## config.mk

```make
export PLATFORM = sky130hd
export DESIGN_NAME = mmu_arbiter
export DESIGN_NICKNAME = d
export VERILOG_FILES = /design/src/rtl/mmu_arbiter_pkg.sv /design/src/rtl/mmu_arbiter_watchdog.sv /design/src/rtl/mmu_arbiter.sv
export SDC_FILE = /design/constraint.sdc
export NUM_CORES = 1
export LEC_CHECK = 0
export BUFFER_PORTS_ARGS = -buffer_cell sky130_fd_sc_hd__buf_4
export CORE_ASPECT_RATIO = 1.1
export CORE_MARGIN = 2
export CORE_UTILIZATION = 40
export DETAILED_ROUTE_END_ITERATION = 10
export SLEW_MARGIN = 30
export SYNTH_ARGS = -nofsm -noshare
export SYNTH_HDL_FRONTEND = slang
export SYNTH_SLANG_ARGS = --single-unit
```

## constraint.sdc

```tcl
create_clock -name CLK -period 5.75 [get_ports CLK]
set_clock_uncertainty 0.2 [all_clocks]
set_input_delay 0.575 -clock CLK [delete_from_list [all_inputs] [get_ports CLK]]
set_output_delay 0.575 -clock CLK [all_outputs]
set_load 0.005 [all_outputs]
```

## src/rtl/mmu_arbiter_pkg.sv

```systemverilog
// Shared definitions for the MMU bus arbiter: FSM encoding and request slots.
// Slot index order doubles as issue priority (lowest index wins).
package mmu_arbiter_pkg;

    typedef enum logic [1:0] {
        ST_IDLE  = 2'd0,
        ST_ISSUE = 2'd1,
        ST_DONE  = 2'd2
    } state_t;

    localparam int NREQ = 3;

    localparam logic [1:0] WR = 2'd0;
    localparam logic [1:0] DR = 2'd1;
    localparam logic [1:0] IR = 2'd2;

    function automatic logic [1:0] first_set(input logic [NREQ-1:0] f);
        if (f[WR]) begin
            return WR;
        end else if (f[DR]) begin
            return DR;
        end
        return IR;
    endfunction

endpackage

```

## src/rtl/mmu_arbiter_watchdog.sv

```systemverilog
// Memory-ack watchdog: counts cycles a bus request waits without ack.
// Latency: o_expire is combinational on the TIMEOUT_CYCLES-th unacked sampled cycle.
// Backpressure: none; restarts on every newly issued request.
module mmu_arbiter_watchdog #(
    parameter int TIMEOUT_CYCLES = 256
) (
    input  logic i_clk,
    input  logic i_rst_n,
    input  logic i_start,
    input  logic i_active,
    input  logic i_ack,
    output logic o_expire
);

    localparam int CW = $clog2(TIMEOUT_CYCLES + 1);

    logic [CW-1:0] r_cnt;

    assign o_expire = i_active && !i_ack && (r_cnt == CW'(TIMEOUT_CYCLES - 1));

    always_ff @(posedge i_clk or negedge i_rst_n) begin
        if (!i_rst_n) begin
            r_cnt <= '0;
        end else if (i_start || o_expire) begin
            r_cnt <= '0;
        end else if (i_active && !i_ack) begin
            r_cnt <= r_cnt + CW'(1);
        end
    end

endmodule

```

## src/rtl/mmu_arbiter.sv

```systemverilog
// Arbitrates instruction fetch, data read and data write onto one memory bus (write > data read > fetch).
// Latency: bus request the cycle after capture; RVALID the cycle after MEM_ACK. Backpressure: MEM_WAIT stalls the core.
// Optional ack watchdog enabled by defining MMU_ARBITER_TIMEOUT_EN.
module mmu_arbiter #(
    parameter int TIMEOUT_CYCLES = 256
) (
    input  logic        CLK,
    input  logic        RST,
    input  logic        INST_RDEN,
    input  logic [31:0] INST_RIADDR,
    output logic [31:0] INST_ROADDR,
    output logic        INST_RVALID,
    output logic [31:0] INST_RDATA,
    input  logic        DATA_RDEN,
    input  logic [31:0] DATA_RIADDR,
    output logic [31:0] DATA_ROADDR,
    output logic        DATA_RVALID,
    output logic [31:0] DATA_RDATA,
    input  logic        DATA_WREN,
    input  logic [31:0] DATA_WADDR,
    input  logic [31:0] DATA_WDATA,
    output logic        MEM_WAIT,
    output logic        MEM_REQ,
    output logic        MEM_WE,
    output logic [31:0] MEM_ADDR,
    output logic [31:0] MEM_WDATA,
    input  logic        MEM_ACK,
    input  logic [31:0] MEM_RDATA,
    output logic        BUS_ERR
);

    import mmu_arbiter_pkg::*;

    if (TIMEOUT_CYCLES < 1) begin : g_bad_timeout
        $error("mmu_arbiter: TIMEOUT_CYCLES must be at least 1");
    end

    state_t      r_state, w_state_nxt;
    logic [2:0]  r_pend, w_in_flags, w_rem, w_sel_flags;
    logic [1:0]  r_cur, w_sel;
    logic [31:0] r_wr_addr, r_wr_data, r_dr_addr, r_ir_addr;
    logic [31:0] w_sel_addr, w_sel_wdata, w_rdata;
    logic        w_capture, w_done, w_chain, w_expire;

    logic        r_mem_req, r_mem_we;
    logic [31:0] r_mem_addr, r_mem_wdata;
    logic        r_inst_rvalid, r_data_rvalid;
    logic [31:0] r_inst_roaddr, r_inst_rdata, r_data_roaddr, r_data_rdata;

    always_comb begin
        w_in_flags  = {INST_RDEN, DATA_RDEN, DATA_WREN};
        w_rem       = r_pend;
        w_rem[r_cur] = 1'b0;
        w_capture   = (r_state == ST_IDLE) && (|w_in_flags);
        w_done      = (r_state == ST_ISSUE) && r_mem_req && (MEM_ACK || w_expire);
        w_chain     = w_done && (|w_rem);
        w_sel_flags = (r_state == ST_IDLE) ? w_in_flags : w_rem;
        w_sel       = first_set(w_sel_flags);
        // Timed-out transactions complete with zero data.
        w_rdata     = MEM_ACK ? MEM_RDATA : 32'd0;
        w_sel_addr  = 32'd0;
        w_sel_wdata = 32'd0;
        if (r_state == ST_IDLE) begin
            case (w_sel)
                WR: begin
                    w_sel_addr  = DATA_WADDR;
                    w_sel_wdata = DATA_WDATA;
                end
                DR:      w_sel_addr = DATA_RIADDR;
                default: w_sel_addr = INST_RIADDR;
            endcase
        end else begin
            case (w_sel)
                WR: begin
                    w_sel_addr  = r_wr_addr;
                    w_sel_wdata = r_wr_data;
                end
                DR:      w_sel_addr = r_dr_addr;
                default: w_sel_addr = r_ir_addr;
            endcase
        end
    end

    always_comb begin
        w_state_nxt = r_state;
        case (r_state)
            ST_IDLE:  if (w_capture) w_state_nxt = ST_ISSUE;
            ST_ISSUE: if (w_done && !w_chain) w_state_nxt = ST_DONE;
            ST_DONE:  w_state_nxt = ST_IDLE;
            default:  w_state_nxt = ST_IDLE;
        endcase
    end

    always_ff @(posedge CLK or negedge RST) begin
        if (!RST) begin
            r_state <= ST_IDLE;
        end else begin
            r_state <= w_state_nxt;
        end
    end

    always_ff @(posedge CLK or negedge RST) begin
        if (!RST) begin
            r_pend        <= '0;
            r_cur         <= WR;
            r_wr_addr     <= '0;
            r_wr_data     <= '0;
            r_dr_addr     <= '0;
            r_ir_addr     <= '0;
            r_mem_req     <= 1'b0;
            r_mem_we      <= 1'b0;
            r_mem_addr    <= '0;
            r_mem_wdata   <= '0;
            r_inst_rvalid <= 1'b0;
            r_inst_roaddr <= '0;
            r_inst_rdata  <= '0;
            r_data_rvalid <= 1'b0;
            r_data_roaddr <= '0;
            r_data_rdata  <= '0;
        end else begin
            r_inst_rvalid <= 1'b0;
            r_data_rvalid <= 1'b0;

            if (w_capture) begin
                r_pend    <= w_in_flags;
                r_wr_addr <= DATA_WADDR;
                r_wr_data <= DATA_WDATA;
                r_dr_addr <= DATA_RIADDR;
                r_ir_addr <= INST_RIADDR;
            end else if (w_done) begin
                r_pend <= w_rem;
            end

            // Chaining straight from the ack edge keeps MEM_REQ high with no bubble.
            if (w_capture || w_chain) begin
                r_mem_req   <= 1'b1;
                r_mem_we    <= (w_sel == WR);
                r_mem_addr  <= w_sel_addr;
                r_mem_wdata <= w_sel_wdata;
                r_cur       <= w_sel;
            end else if (w_done) begin
                r_mem_req <= 1'b0;
                r_mem_we  <= 1'b0;
            end

            if (w_done && (r_cur == DR)) begin
                r_data_rvalid <= 1'b1;
                r_data_roaddr <= r_dr_addr;
                r_data_rdata  <= w_rdata;
            end
            if (w_done && (r_cur == IR)) begin
                r_inst_rvalid <= 1'b1;
                r_inst_roaddr <= r_ir_addr;
                r_inst_rdata  <= w_rdata;
            end
        end
    end

`ifdef MMU_ARBITER_TIMEOUT_EN
    logic r_bus_err;

    mmu_arbiter_watchdog #(
        .TIMEOUT_CYCLES (TIMEOUT_CYCLES)
    ) u_watchdog (
        .i_clk    (CLK),
        .i_rst_n  (RST),
        .i_start  (w_capture || w_chain),
        .i_active (r_mem_req),
        .i_ack    (MEM_ACK),
        .o_expire (w_expire)
    );

    always_ff @(posedge CLK or negedge RST) begin
        if (!RST) begin
            r_bus_err <= 1'b0;
        end else begin
            r_bus_err <= w_expire && (r_state == ST_ISSUE);
        end
    end

    assign BUS_ERR = r_bus_err;
`else
    assign w_expire = 1'b0;
    assign BUS_ERR  = 1'b0;
`endif

    assign MEM_WAIT    = (r_state != ST_IDLE);
    assign MEM_REQ     = r_mem_req;
    assign MEM_WE      = r_mem_we;
    assign MEM_ADDR    = r_mem_addr;
    assign MEM_WDATA   = r_mem_wdata;
    assign INST_RVALID = r_inst_rvalid;
    assign INST_ROADDR = r_inst_roaddr;
    assign INST_RDATA  = r_inst_rdata;
    assign DATA_RVALID = r_data_rvalid;
    assign DATA_ROADDR = r_data_roaddr;
    assign DATA_RDATA  = r_data_rdata;

endmodule

```

==> flow_summary.ini <==
[place]
numPortBuffers = 362
dp_hpwl_mm = 29.37
gp_congestion = 0.8847

[sta]
fin_crit_ns = 3.383
rsz0062_at_grt = no
fmax_mhz = 295.6
hold_violations = 0
maxSlewViolCount = 0
worst_pin_slew_ns = 0.9953
period_share_pct = 58.83
setup_viol = 0
slew_headroom_pct = 33.65
fin_setup_tns_ns = 0

[worst_setup_path]
cp.required_ns = 4.97
cp_data_arrival_time_ns = 2.61
end_kind = output port
r2r_slack_ns = 2.73
critPathKind = reg2out
cp_max_fo = 67
critPathLaunchType = flip-flop

[floorplanning]
die_h_um = 204.8
dieWidth_um = 186.5
initial_core_util_pct = 40.53
die_area_um2 = 38200
boundaryPins = 364
rows = 73
core-area_um2 = 36170

[synthesis]
synth_area_per_cell_um2 = 9.220
ys_types = 38
syn_nets = 1756
synth_seq_area_share_pct = 56.50
netlist_instances = 1590
synth_top_area_share_pct = 56.50
synth_area_leader_cell = dfrtp_1
yosys-top-cells-area = dfrtp_1, nand2_1, mux2_2
synth_edf_count = 0
ys.flop_type = dfrtp_1
synthArstFlopShare_pct = 100.0
yosys_warnings = 0
synth_area_um2 = 14660
ys_ff_latch = 331

[drt]
drtIter0Drc = 872
wirelength_mm = 46.56
vias_per_cell = 5.233
first_pass_iters = 5
drc_errors = 0
wl_per_cell_um = 19.44
ant_nets = 0
vias = 12530

[finish]
final_cell_mix = nand2_1, buf_4, dfrtp_1, o21ai_0, mux2_2
final_nets = 2049
layout.cells.most_common = nand2_1
areaGrowthSynthToFinish_pct = 29.39
final_util_pct = 52.44
final_layout_size_suffix_gt1_share_pct = 27.16

[clock_tree]
clkTransAtPathRegs_ns = 0.06
insertion_delay_ns = 0.52
cts_resized = 0
clock_path_buffers = 3
root_buffer = clkbuf_16
cts_buffers = 37
htreeDepth = 2
numClockSinks = 331
cts_tree = yes

[pwr]
peakVddDrop_mv = 0.3302
p_leak_nw = 9.563
power_density_nw_per_um2 = 553.7

[global_route]
track_usage_pct = 24.05
grt_pass1_wl_mm = 72.25
overflow = 0
grt_pass1_vias = 12300
grt_antenna_before_repair = 2
grt_max_degree = 121

[worst_hold_path]
hp-class = in2reg

[run]
maxCapViolCount = 0

[run_status]
status = complete, no violations
==> timing repair <==
item / 4_1_cts / 5_1_grt
hold buffers: 1 / 0
hold endpoints to repair: 68 / 0
buffers inserted: 0 / 0
==> power breakdown <==
group,internal [mW],switching (mW)
clock network,1.40,0.938
logic,1.81,2.32
registers,3.37,0.668
total,6.57,3.93
==> critical path, stage by stage, from the launching register on <==
cell and delay [ns]:
dfrtp_1 0.44, nor2_4 0.13, buf_4 0.73, inv_2 0.07, buf_4 0.44, buf_4 0.28
==> Yosys cell counts (all sizes together), types with 2 or more instances <==
cell type / instances
o21ai: 99
a21boi: 32
o211ai: 31
buf: 21
a31o: 2
clkbuf: 106
nand2: 710
a21oi: 34
nor2: 4
dfrtp: 331
nor2b: 2
mux2: 66
inv: 5
o221ai: 32
a31oi: 34
mux2i: 33
a311oi: 32
nand2b: 2
==> final timing paths <==
kind | from | end | cells past startpoint
min in group asynchronous | RST | r_ir_addr[8]$_DFFE_PN0P_ | 2
max in group asynchronous | RST | r_pend[1]$_DFFE_PN0P_ | 3
worst max register to register | r_state[1]$_DFFE_PN0P_ | MEM_WDATA[22]$_DFFE_PN0P_ | 4
worst min-delay path | INST_RIADDR[6] | r_ir_addr[6]$_DFFE_PN0P_ | 3
worst max-delay path | r_state[1]$_DFFE_PN0P_ | MEM_WAIT | 5
worst min register to register | r_wr_data[29]$_DFFE_PN0P_ | r_wr_data[29]$_DFFE_PN0P_ | 2
==> routing by layer <==
metal | routed length, µm | GRT usage, %
met5 | 13 | 0
met4 | 1152 | 7.200
met3 | 3221 | 5.379
met2 | 21980 | 39.74
met1 | 20190 | 31.79
==> registers in the layout, indices dropped and copies added, names as in the netlist, 3 cells and up <==
register	count
r_ir_addr	32
r_wr_addr	32
r_dr_addr	32
INST_ROADDR	32
DATA_RDATA	32
MEM_WDATA	32
INST_RDATA	32
DATA_ROADDR	32
r_wr_data	32
MEM_ADDR	32
r_pend	3
==> logic make-up after synthesis <==
kind of cell,count (synthesis),synth area share [%]
buffers and inverters,132,3.747
other,1,0.02558
muxes,99,7.426
AOI/OAI and AO/OA,300,13.39
and+or+nand+nor,727,18.91
DFF,331,56.50
==> cell type report <==
| type | instances | area (µm²) |
|---|---|---|
| tap | 487 | 609.3 |
| timing repair buffer | 381 | 2950 |
| fill | 3391 | 17200 |
| clock inverter | 10 | 103.9 |
| sequential | 331 | 8284 |
| antenna | 1 | 2.502 |
| clock buffer | 53 | 1086 |
| inverter | 5 | 18.77 |
| multi-input combinational | 1127 | 5912 |
==> per-stage QoR <==
step                      std cells  setup slack (ns)  power (mW)  instance area (µm²)  hold WS (ns)
final                          2395             2.367       10.50                18970       0.04948
after global routing           2395             2.223       11.24                18970       0.04267
after CTS                      2393             2.323       10.61                18930       0.03052
after detailed placement       2329             2.083       8.232                17730        0.2619
after global placement         2327             1.980       8.075                17660        0.2566
after floorplan                1590             3.255       6.234                14660       0.07941
Power figures use the tool's default switching activity.
